===== config.mk =====
export PLATFORM = sky130hd
export DESIGN_NAME = clock_divider_multi
export DESIGN_NICKNAME = d
export VERILOG_FILES = /design/src/rtl/clock_div_pkg.sv /design/src/rtl/clock_divider_channel.sv /design/src/rtl/clock_divider_multi.sv
export SDC_FILE = /design/constraint.sdc
export NUM_CORES = 1
export LEC_CHECK = 0
export CAP_MARGIN = 15
export CORE_ASPECT_RATIO = 0.9
export CORE_MARGIN = 2
export CORE_UTILIZATION = 55
export DETAILED_ROUTE_END_ITERATION = 6
export GPL_TIMING_DRIVEN = 0
export PLACE_DENSITY_LB_ADDON = 0.2
export SLEW_MARGIN = 30
export SYNTH_ARGS = -nofsm -noshare
export SYNTH_HDL_FRONTEND = slang
export SYNTH_SLANG_ARGS = --single-unit

===== constraint.sdc =====
create_clock -name i_clk -period 14 [get_ports i_clk]
set_input_delay 2.8 -clock i_clk [delete_from_list [all_inputs] [get_ports i_clk]]
set_output_delay 2.8 -clock i_clk [all_outputs]
set_load 0.02 [all_outputs]

===== src/rtl/clock_div_pkg.sv =====
// Shared widths and common half-period constants for the multi-channel clock divider.
// All constants assume the 50 MHz board clock.
package clock_div_pkg;

    localparam int DIV_W = 28;

    typedef logic [DIV_W-1:0] div_t;

    localparam div_t HP_10HZ  = div_t'(2_500_000);
    localparam div_t HP_1HZ   = div_t'(25_000_000);
    localparam div_t HP_0_1HZ = div_t'(250_000_000);

endpackage


===== src/rtl/clock_divider_channel.sv =====
// One divider channel: counts enabled cycles up to a shadowed half-period K,
// emitting a one-cycle tick and toggling a 50 % level on each rollover.
module clock_divider_channel
    import clock_div_pkg::*;
#(
    parameter int W = DIV_W
) (
    input  logic         i_clk,
    input  logic         i_reset,
    input  logic         i_sync,
    input  logic         i_en,
    input  logic [W-1:0] i_half_period,
    output logic         o_tick,
    output logic         o_clk
);

    logic [W-1:0] cnt_q, cnt_d;
    logic [W-1:0] k_act_q, k_act_d;
    logic         clk_q, clk_d;
    logic         tick_q, tick_d;

    always_comb begin
        cnt_d   = cnt_q;
        k_act_d = k_act_q;
        clk_d   = clk_q;
        tick_d  = 1'b0;
        if (i_sync) begin
            cnt_d   = '0;
            clk_d   = 1'b0;
            k_act_d = i_half_period;
        end else if (k_act_q == '0) begin
            // Halted: keep reloading so a nonzero divisor starts us next cycle.
            cnt_d   = '0;
            k_act_d = i_half_period;
        end else if (i_en) begin
            if (cnt_q == k_act_q - 1'b1) begin
                cnt_d   = '0;
                tick_d  = 1'b1;
                clk_d   = ~clk_q;
                k_act_d = i_half_period;
            end else begin
                cnt_d = cnt_q + 1'b1;
            end
        end
    end

    always_ff @(posedge i_clk) begin
        if (i_reset) begin
            cnt_q   <= '0;
            k_act_q <= i_half_period;
            clk_q   <= 1'b0;
            tick_q  <= 1'b0;
        end else begin
            cnt_q   <= cnt_d;
            k_act_q <= k_act_d;
            clk_q   <= clk_d;
            tick_q  <= tick_d;
        end
    end

    assign o_tick = tick_q;
    assign o_clk  = clk_q;

endmodule


===== src/rtl/clock_divider_multi.sv =====
// Multi-channel tick/clock-level generator: one independent divider per channel,
// sharing only reset and the phase-align sync.
module clock_divider_multi
    import clock_div_pkg::*;
#(
    parameter int N_CH = 3,
    parameter int W    = DIV_W
) (
    input  logic                   i_clk,
    input  logic                   i_reset,
    input  logic [N_CH-1:0]        i_en,
    input  logic                   i_sync,
    input  logic [N_CH-1:0][W-1:0] i_half_period,
    output logic [N_CH-1:0]        o_tick,
    output logic [N_CH-1:0]        o_clk
);

    for (genvar ch = 0; ch < N_CH; ch++) begin : g_ch
        clock_divider_channel #(
            .W (W)
        ) u_ch (
            .i_clk         (i_clk),
            .i_reset       (i_reset),
            .i_sync        (i_sync),
            .i_en          (i_en[ch]),
            .i_half_period (i_half_period[ch]),
            .o_tick        (o_tick[ch]),
            .o_clk         (o_clk[ch])
        );
    end

endmodule


=== Word-level counts from Yosys, hierarchy flattened ===
Cells that the tools add are included.

* Flip-flop bits (word level): 174
* Latch bits: 0
* RAM bits: 0
* Memory bits (read-only): 0
* Output and inout bits: 6
* Word-level logic and storage cells: 73
* Memories: 0

* $add $sub $neg: 6
* Multipliers: 0
* Div/mod/pow operators: 0
* $lt $le $gt $ge: 0
* Eq/ne operators: 3
* Shifts and indexed selects: 0
* Muxes and demuxes: 21
* Bitwise logic cells: 9
* Reductions and logical operators: 22

{| class="wikitable"
|+ Operators by type and width
! kind !! count
|-
| two-way mux 28 bit || 18
|-
| adder 28 x 1 -> 28 bit, second input constant || 3
|-
| == test 28 bit || 3
|-
| zero test 28 bit || 3
|-
| subtractor 28 x 1 -> 28 bit, second input constant || 3
|-
| nonzero test 4 bit || 6
|-
| OR reduction 4 bit || 3
|-
| inverter 1 bit || 9
|-
| AND reduction 3 bit || 3
|-
| OR reduction 3 bit || 3
|-
| AND reduction 2 bit || 3
|-
| two-way mux 1 bit || 3
|-
| OR reduction 2 bit || 1
|}

=== Depth between registers and ports, before layout ===
* Depth in word-level cells: 7
* Mapped depth: 12
* Depth with buffers taken out: 10

=== By module ===
A second synthesis with hierarchy kept.

* Cell total of the unflattened synthesis: 1078
* Area, all modules: 10059.6 µm²

{| class="wikitable"
|+ By module, submodules not included
! module !! times used !! cells each !! area each (µm²) !! sequential area each (µm²)
|-
| clock_divider_channel (g_ch[0].u_ch ...) || 2 || 348 || 3323.2 || 1441.4
|-
| clock_divider_channel (g_ch[2].u_ch) || 1 || 382 || 3413.3 || 1441.4
|}

=== Least setup slack after synthesis ===
OpenSTA, ideal clock, no wires.

* Path type: input to register
* From: input i_en[1]
* To: register g_ch[1].u_ch.k_act_q[0], enable pin
* Setup time: 0.403 ns
* Data arrival time: 4.292 ns
* Data required time: 13.597 ns
* Setup slack: 9.305 ns
* Cell stages on the path: 3
* Cell sequence: inv_1 -> o21bai_1 -> clkbuf_1

* Word-level cells in the longest chain between the ends: 2

{| class="wikitable"
|+ Ends and longest elaborated chain
! what !! line !! text
|-
| start, declared || clock_divider_multi.sv:11 || <nowiki>input logic [N_CH-1:0] i_en,</nowiki>
|-
| nonzero test 4 bit (no line) || n/a ||
|-
| AND reduction 2 bit (no line) || n/a ||
|-
| end signal, assigned || clock_divider_channel.sv:50 || <nowiki>k_act_q <= i_half_period;</nowiki>
|-
| end signal, assigned || clock_divider_channel.sv:55 || <nowiki>k_act_q <= k_act_d;</nowiki>
|-
| end, declared || clock_divider_channel.sv:18 || <nowiki>logic [W-1:0] k_act_q, k_act_d;</nowiki>
|}

No other way between the ends.
A chain may end at the register's enable or synchronous reset.

=== Worst setup path after layout ===
* From: input i_en[2]
* To: register g_ch[2].u_ch.k_act_q[23], enable pin

* Word-level cells in the longest chain between the ends: 2

{| class="wikitable"
|+ Ends and longest elaborated chain
! what !! line
|-
| nonzero test 4 bit (no line) || n/a
|-
| AND reduction 2 bit (no line) || n/a
|-
| end signal, assigned || clock_divider_channel.sv:50
|-
| end signal, assigned || clock_divider_channel.sv:55
|-
| end, declared || clock_divider_channel.sv:18
|}

No other way between the ends.

==> impl_metrics.json <==
{
  "status": "complete, no violations",
  "ys_seq_elements": 174,
  "rows": 45,
  "port_buffers": 94,
  "startpoint": "i_en[2]",
  "worst_hold_path.num_cells": 2,
  "clock-root-buffer": "clkbuf_16",
  "ys_async_sr_fraction_pct": 0,
  "endpoint_kind": "flip-flop",
  "wl_um": 20970,
  "via_per_inst": 5.671,
  "area_growth_pct": 19.54,
  "seqPwrFrac_pct": 49.2,
  "r2r_cells": 10,
  "drc": 0,
  "grt.met2_usage_pct": 35.71,
  "holdBufCountCts": 0,
  "multi_input_area_sq_um": 5089,
  "synth_edf_count": 84,
  "synth_seq_area_share_pct": 44.73,
  "grt_util_met3_pct": 5.284,
  "grt_pass1_vias": 7161,
  "placed_cell_area_sq_um": 10930,
  "worst_pin_slew_ps": 886.4,
  "final_antenna_net_count": 0,
  "stdcell_area_sq_um": 11560,
  "clkLatencyLatePin_ps": 430,
  "slew_violations": 0,
  "drive_above_1_share_pct": 7.592,
  "vias": 7831,
  "dr.pass1.iters": 5,
  "netlist_instances": 1019,
  "dpl.hpwl_um": 15450,
  "core_area_sq_um": 17060,
  "yosys_warnings": 0,
  "avgSynthCellArea_sq_um": 9.488,
  "dieArea_sq_um": 18660,
  "setup_viol": 0,
  "timing.rr.start": "g_ch[2].u_ch.k_act_q[2]",
  "criticalPathCategory": "in2reg",
  "synth_top_cell_area_share_pct": 26.09,
  "clkPwrFrac_pct": 42.6,
  "min-delay-path-class": "reg2reg",
  "p_int_mw": 0.9006,
  "slew_headroom_pct": 40.36,
  "antenna_found_initial": 0,
  "tritoncts": "yes",
  "required_ps": 14050,
  "synth_top_area_cell": "edfxtp_1",
  "gp_congestion": 0.8924,
  "tns_ps": 0,
  "arrival_ps": 5060,
  "antenna_cells": 0,
  "fmax_mhz": 199.8,
  "power.density_nw_per_um2": 101.1,
  "h-tree-depth": 4,
  "switchingPower_mw": 0.2680,
  "cts_resized": 0,
  "grt_start_max_net_pins": 38,
  "top_usage_layer": "met2",
  "use_met1_pct": 33.01,
  "switching_share_pct": 22.93,
  "min_period_ps": 5005,
  "timing.final.crit_share_pct": 35.75,
  "grt_pass1_wl_um": 34260,
  "power.total_mw": 1.169,
  "rsz0062_at_grt": "false",
  "grt_overflow_total": 0,
  "syn-num-nets": 1115,
  "ios": 96,
  "min_from": "g_ch[1].u_ch.o_clk",
  "clk_path_buf_depth": 2,
  "synth_area_leaders": "edfxtp_1 26%, dfxtp_1 19%, xnor2_1 9.8%",
  "clock_skew_ps": 10.38,
  "synthMostInstantiatedCell": "nor2_1",
  "synth_area_sq_um": 9668,
  "leakage_nw": 3.939,
  "seq_area_sq_um": 4324,
  "p_comb_share_pct": 8.2,
  "clkSinkCount": 174,
  "cts.clk_slew.worst_paths_ps": 60,
  "die_w_um": 143.8,
  "drt_iter0_markers": 592,
  "grt_use_total_pct": 23.14,
  "max_cap_viol_count": 0,
  "synth_cell_types": 74,
  "irDropWorstVdd_uv": 102.8,
  "fill_cells": 1307,
  "routedWlPerCell_um": 15.19,
  "fin_nets": 1229,
  "path_max_fanout": 37,
  "post_cts_buffers": 0,
  "initial_core_util_pct": 56.67,
  "crit_path_start_kind": "primary input",
  "synth_ff_type": "dfxtp_1",
  "die_h_um": 129.8,
  "cts_buffers": 17,
  "fin_util_pct": 67.74,
  "finalHoldViolations": 0,
  "synthTopCellsByCount": "119 x nor2_1, 108 x xnor2_1, 94 x nand2_1"
}
-- worst max-delay path: stages --
cell	delay [ps]
clkdlybuf4s50_1	610
inv_1	110
o21bai_1	710
buf_2	800
-- metal layers --
| layer | part of all wire [%] | wire length (um) |
|---|---|---|
| met1 | 49 | 10290 |
| met2 | 44 | 9250 |
| met3 | 5.4 | 1130 |
| met4 | 1.4 | 304 |
| met5 | 0 | 0 |
-- power groups by stage --
| stage | clock [mW] | combinational [mW] | sequential, mW |
|---|---|---|---|
| 2_1_floorplan | 0 | 0.0570 | 0.579 |
| 3_3_place_gp | 0 | 0.0927 | 0.586 |
| 3_5_place_dp | 0 | 0.0952 | 0.585 |
| 4_1_cts | 0.503 | 0.0961 | 0.574 |
| 5_1_grt | 0.524 | 0.106 | 0.577 |
| 6_report | 0.497 | 0.0962 | 0.575 |
-- metrics by stage --
step | cells | setup WS [ps] | hold WS (ps)
detailed placement | 1349 | 8574 | 475.5
global route | 1381 | 8545 | 514.9
floorplan | 1019 | 9305 | 454.0
finish | 1381 | 8995 | 481.3
global placement | 1348 | 7931 | 469.0
CTS | 1381 | 9020 | 485.0
-- layout by cell type, fill, tap and decap left out, types with 7 or more instances in the layout --
cell type        instances
a31oi_1                 10
nor2b_1                  7
nor2_1                 119
and4_1                   8
nor4_1                  35
xor2_1                  79
dfxtp_1                 90
nand2_1                 94
xnor2_1                108
edfxtp_1                84
nor2_2                  20
nand4_1                 31
clkdlybuf4s50_1         94
inv_1                   22
or2_2                    7
o21ai_0                 16
or3_1                   19
nor3_1                  26
clkbuf_1                24
nand3_1                 45
clkbuf_16               17
or4_1                   11
and3_1                  22
a21oi_1                 10
o211ai_1                 8
-- flip-flops by register name (all words and copies together) (netlist names) --
signal,cells
g_ch.u_ch.cnt_q,84
g_ch.u_ch.k_act_q,84
g_ch.u_ch.o_clk,3
g_ch.u_ch.o_tick,3
-- path summary, 6_finish.rpt --
| check | endpoint | slack (ps) |
|---|---|---|
| setup / recovery | g_ch[2].u_ch.k_act_q[23] | 9000 |
| hold / removal | g_ch[1].u_ch.o_clk | 480 |
| setup reg to reg | g_ch[2].u_ch.k_act_q[23] | 9020 |
| hold reg to reg | g_ch[1].u_ch.o_clk | 480 |
-- final cells by class --
class / count / share of cell area [%]
Buffer: 36 / 1.526
Multi-Input combinational cell: 787 / 44.03
Timing Repair Buffer: 95 / 8.379
Inverter: 22 / 0.7145
Clock buffer: 20 / 4.038
Sequential cell: 174 / 37.41
Clock inverter: 12 / 1.353
Tap cell: 235 / 2.544
-- cell families (layout without fill, tap and decap cells) --
group	Yosys count	in the layout	share of synthesized area (%)
muxes	8	8	0.8542
AOI/OAI and AO/OA	91	91	6.795
buffers and inverters	58	185	2.666
xor gates and xnor gates	187	187	16.94
adders and majority gates	6	6	0.7765
DFF	174	174	44.73
and+or+nand+nor	495	495	27.24
Power figures use the tool's default switching activity.
==> RTL change (config.mk and constraints unchanged) <==
`DIV_W`: 28 -> 42.
--- a/src/rtl/clock_div_pkg.sv
+++ b/src/rtl/clock_div_pkg.sv
@@ -2,7 +2,7 @@
 // All constants assume the 50 MHz board clock.
 package clock_div_pkg;
 
-    localparam int DIV_W = 28;
+    localparam int DIV_W = 42;
 
     typedef logic [DIV_W-1:0] div_t;
 
Interface: changed (resized i_half_period); port bits go from 96 to 138. The function was not compared with the original's and may differ.
==> RTL change against the unedited design <==
- synthesized area up 55%
- first-iteration DRC count up 68%
- synthesized cell count up 57%
- cell area up 54%
- register-to-register slack about the same
- worst setup slack worse by 290 ps
- count of clock-buffer cells in the layout up 16
- total power up 53%
- critical path depth up 5
- wire length up 83%
- non-clock buffer count up 72
- sequential cell count up 84
- cell count up 55%
- die area up 53%
- largest cell class unchanged
==> RTL change: results (changes against the unedited design) <==
Outcome
  – Status: finished clean

Detailed routing
  – Vias post-DR: 12800 (+63%)
  – Initial drt markers: 995 (+68%)
  – Post-detailed-route wirelength per cell: 17.9 µm (+18%)

Yosys
  – Post-synthesis share of cell area spent on xor and xnor gates: 16.3% (-0.67 points)
  – Adder-cell area share of the yosys netlist: 0.502% (-0.27 points)
  – Share of synthesized area spent on multiplexers: 0.953% (+0.099 points)
  – Net count of the mapped netlist: 1742 (+56%)
  – Ranking of synthesized cells by area: sky130_fd_sc_hd__edfxtp_1 (25%), sky130_fd_sc_hd__dfxtp_1 (18%), sky130_fd_sc_hd__xnor2_1 (9.5%)
  – Per-instance average area after synthesis: 9.33 µm² (-1.7%)
  – Count of different cell masters after synthesis: 81 (+9.5%)
  – Synth Area in Compound Gates: 6.31% (-0.48 points)
  – Number of flops mapped to enable cells by yosys: 126 (+50%)

Critical path
  – Max FO, Critical Path: 9 (-76%)
  – Data arrival time at the worst-slack endpoint: 5690 ps (+630 ps)
  – Slowest cell on crit path: sky130_fd_sc_hd__nor4b_2
  – R2r setup slk: 9030 ps (about the same)
  – Reg-to-reg startpoint: g_ch[2].u_ch.k_act_q[0]$_DFFE_PP_
  – Kind of cell with the highest combined delay on the critical path: simple AND/OR/NAND/NOR gates

Power and ir drop
  – Leakage dissipation: 5.83 nW (+48%)
  – Internal power consumption: 1.37 mW (+53%)
  – Combinational share of power: 8.5% (+0.3 points)
  – Worst vdd rail ir drop: 0.000120 V (+16%)
  – Logic power comb: 0.152 mW (+58%)

Placed design
  – Routability-driven placement congestion ratio: 0.951 (+6.6%)
  – Instance area after placement: 16800 µm² (+54%)
  – Post-placement setup slack: 8210 ps (-367 ps)

CTS
  – Worst-Skew Late Latency: 550 ps (+120 ps)
  – Number of levels the H-tree was split into: 1 (-3)
  – Deepest clock path buffer count: 3 (+1)

GRT
  – Largest net degree at the start of global routing: 43 (+13%)
  – Wire length of the first global-routing pass: 61700 µm (+80%)
  – Overall track demand over capacity in global routing: 26.5% (+3.4 points)

Final layout
  – Fill cells: 2174 (+66%)
  – Sequential standard cell area: 6430 µm² (+49%)
  – Share of final-layout standard cells stronger than drive strength 1: 6.81% (-0.78 points)
  – Total Nets Final: 1908 (+55%)

Timing
  – Worst rel slew slack: 36.3% (-4.0 points)
  – Clk_skew: 22.3 ps (+12.0 ps)
-- RTL change: changes by cell type after synthesis, moves of 37 or more --
cell | before | now
sky130_fd_sc_hd__nor3_1 | 26 | 131
sky130_fd_sc_hd__dfxtp_1 | 90 | 132
sky130_fd_sc_hd__edfxtp_1 | 84 | 126
sky130_fd_sc_hd__nand2_1 | 94 | 144
sky130_fd_sc_hd__xnor2_1 | 108 | 162
sky130_fd_sc_hd__xor2_1 | 79 | 116
-- RTL change: how the worst max path moves through the flow --
stage | startpoint | to | slack, ps
2_1_floorplan | g_ch[2].u_ch.k_act_q[0]$_DFFE_PP_ | g_ch[2].u_ch.k_act_q[0]$_DFFE_PP_ | 8470
4_1_cts | i_en[0] | g_ch[0].u_ch.cnt_q[41]$_SDFFE_PP0P_ | 8750
3_5_place_dp | i_en[0] | g_ch[0].u_ch.cnt_q[41]$_SDFFE_PP0P_ | 8210
5_1_grt | i_en[0] | g_ch[0].u_ch.cnt_q[41]$_SDFFE_PP0P_ | 8440
3_3_place_gp | g_ch[2].u_ch.k_act_q[0]$_DFFE_PP_ | g_ch[2].u_ch.k_act_q[32]$_DFFE_PP_ | 7380
6_report | i_en[0] | g_ch[0].u_ch.cnt_q[41]$_SDFFE_PP0P_ | 8710
-- RTL change: cell type report --
cell class                      count  share of cell area, %
Tap cell                          354                   2.48
Timing Repair Buffer              136                   7.78
Inverter                           29                  0.610
Clock inverter                     16                   1.02
Buffer                             67                   1.77
Clock buffer                       36                   4.50
Sequential cell                   258                   36.0
Multi-Input combinational cell   1250                   45.8
-- RTL change: routing by layer --
layer	GRT usage, %	share of wire [%]	vias to the layer above
met5	0	0	-
met4	4.62	1.6	0
met3	3.72	6.5	45
met2	42.5	45	429
met1	38.6	47	6078
li1	-	-	6235
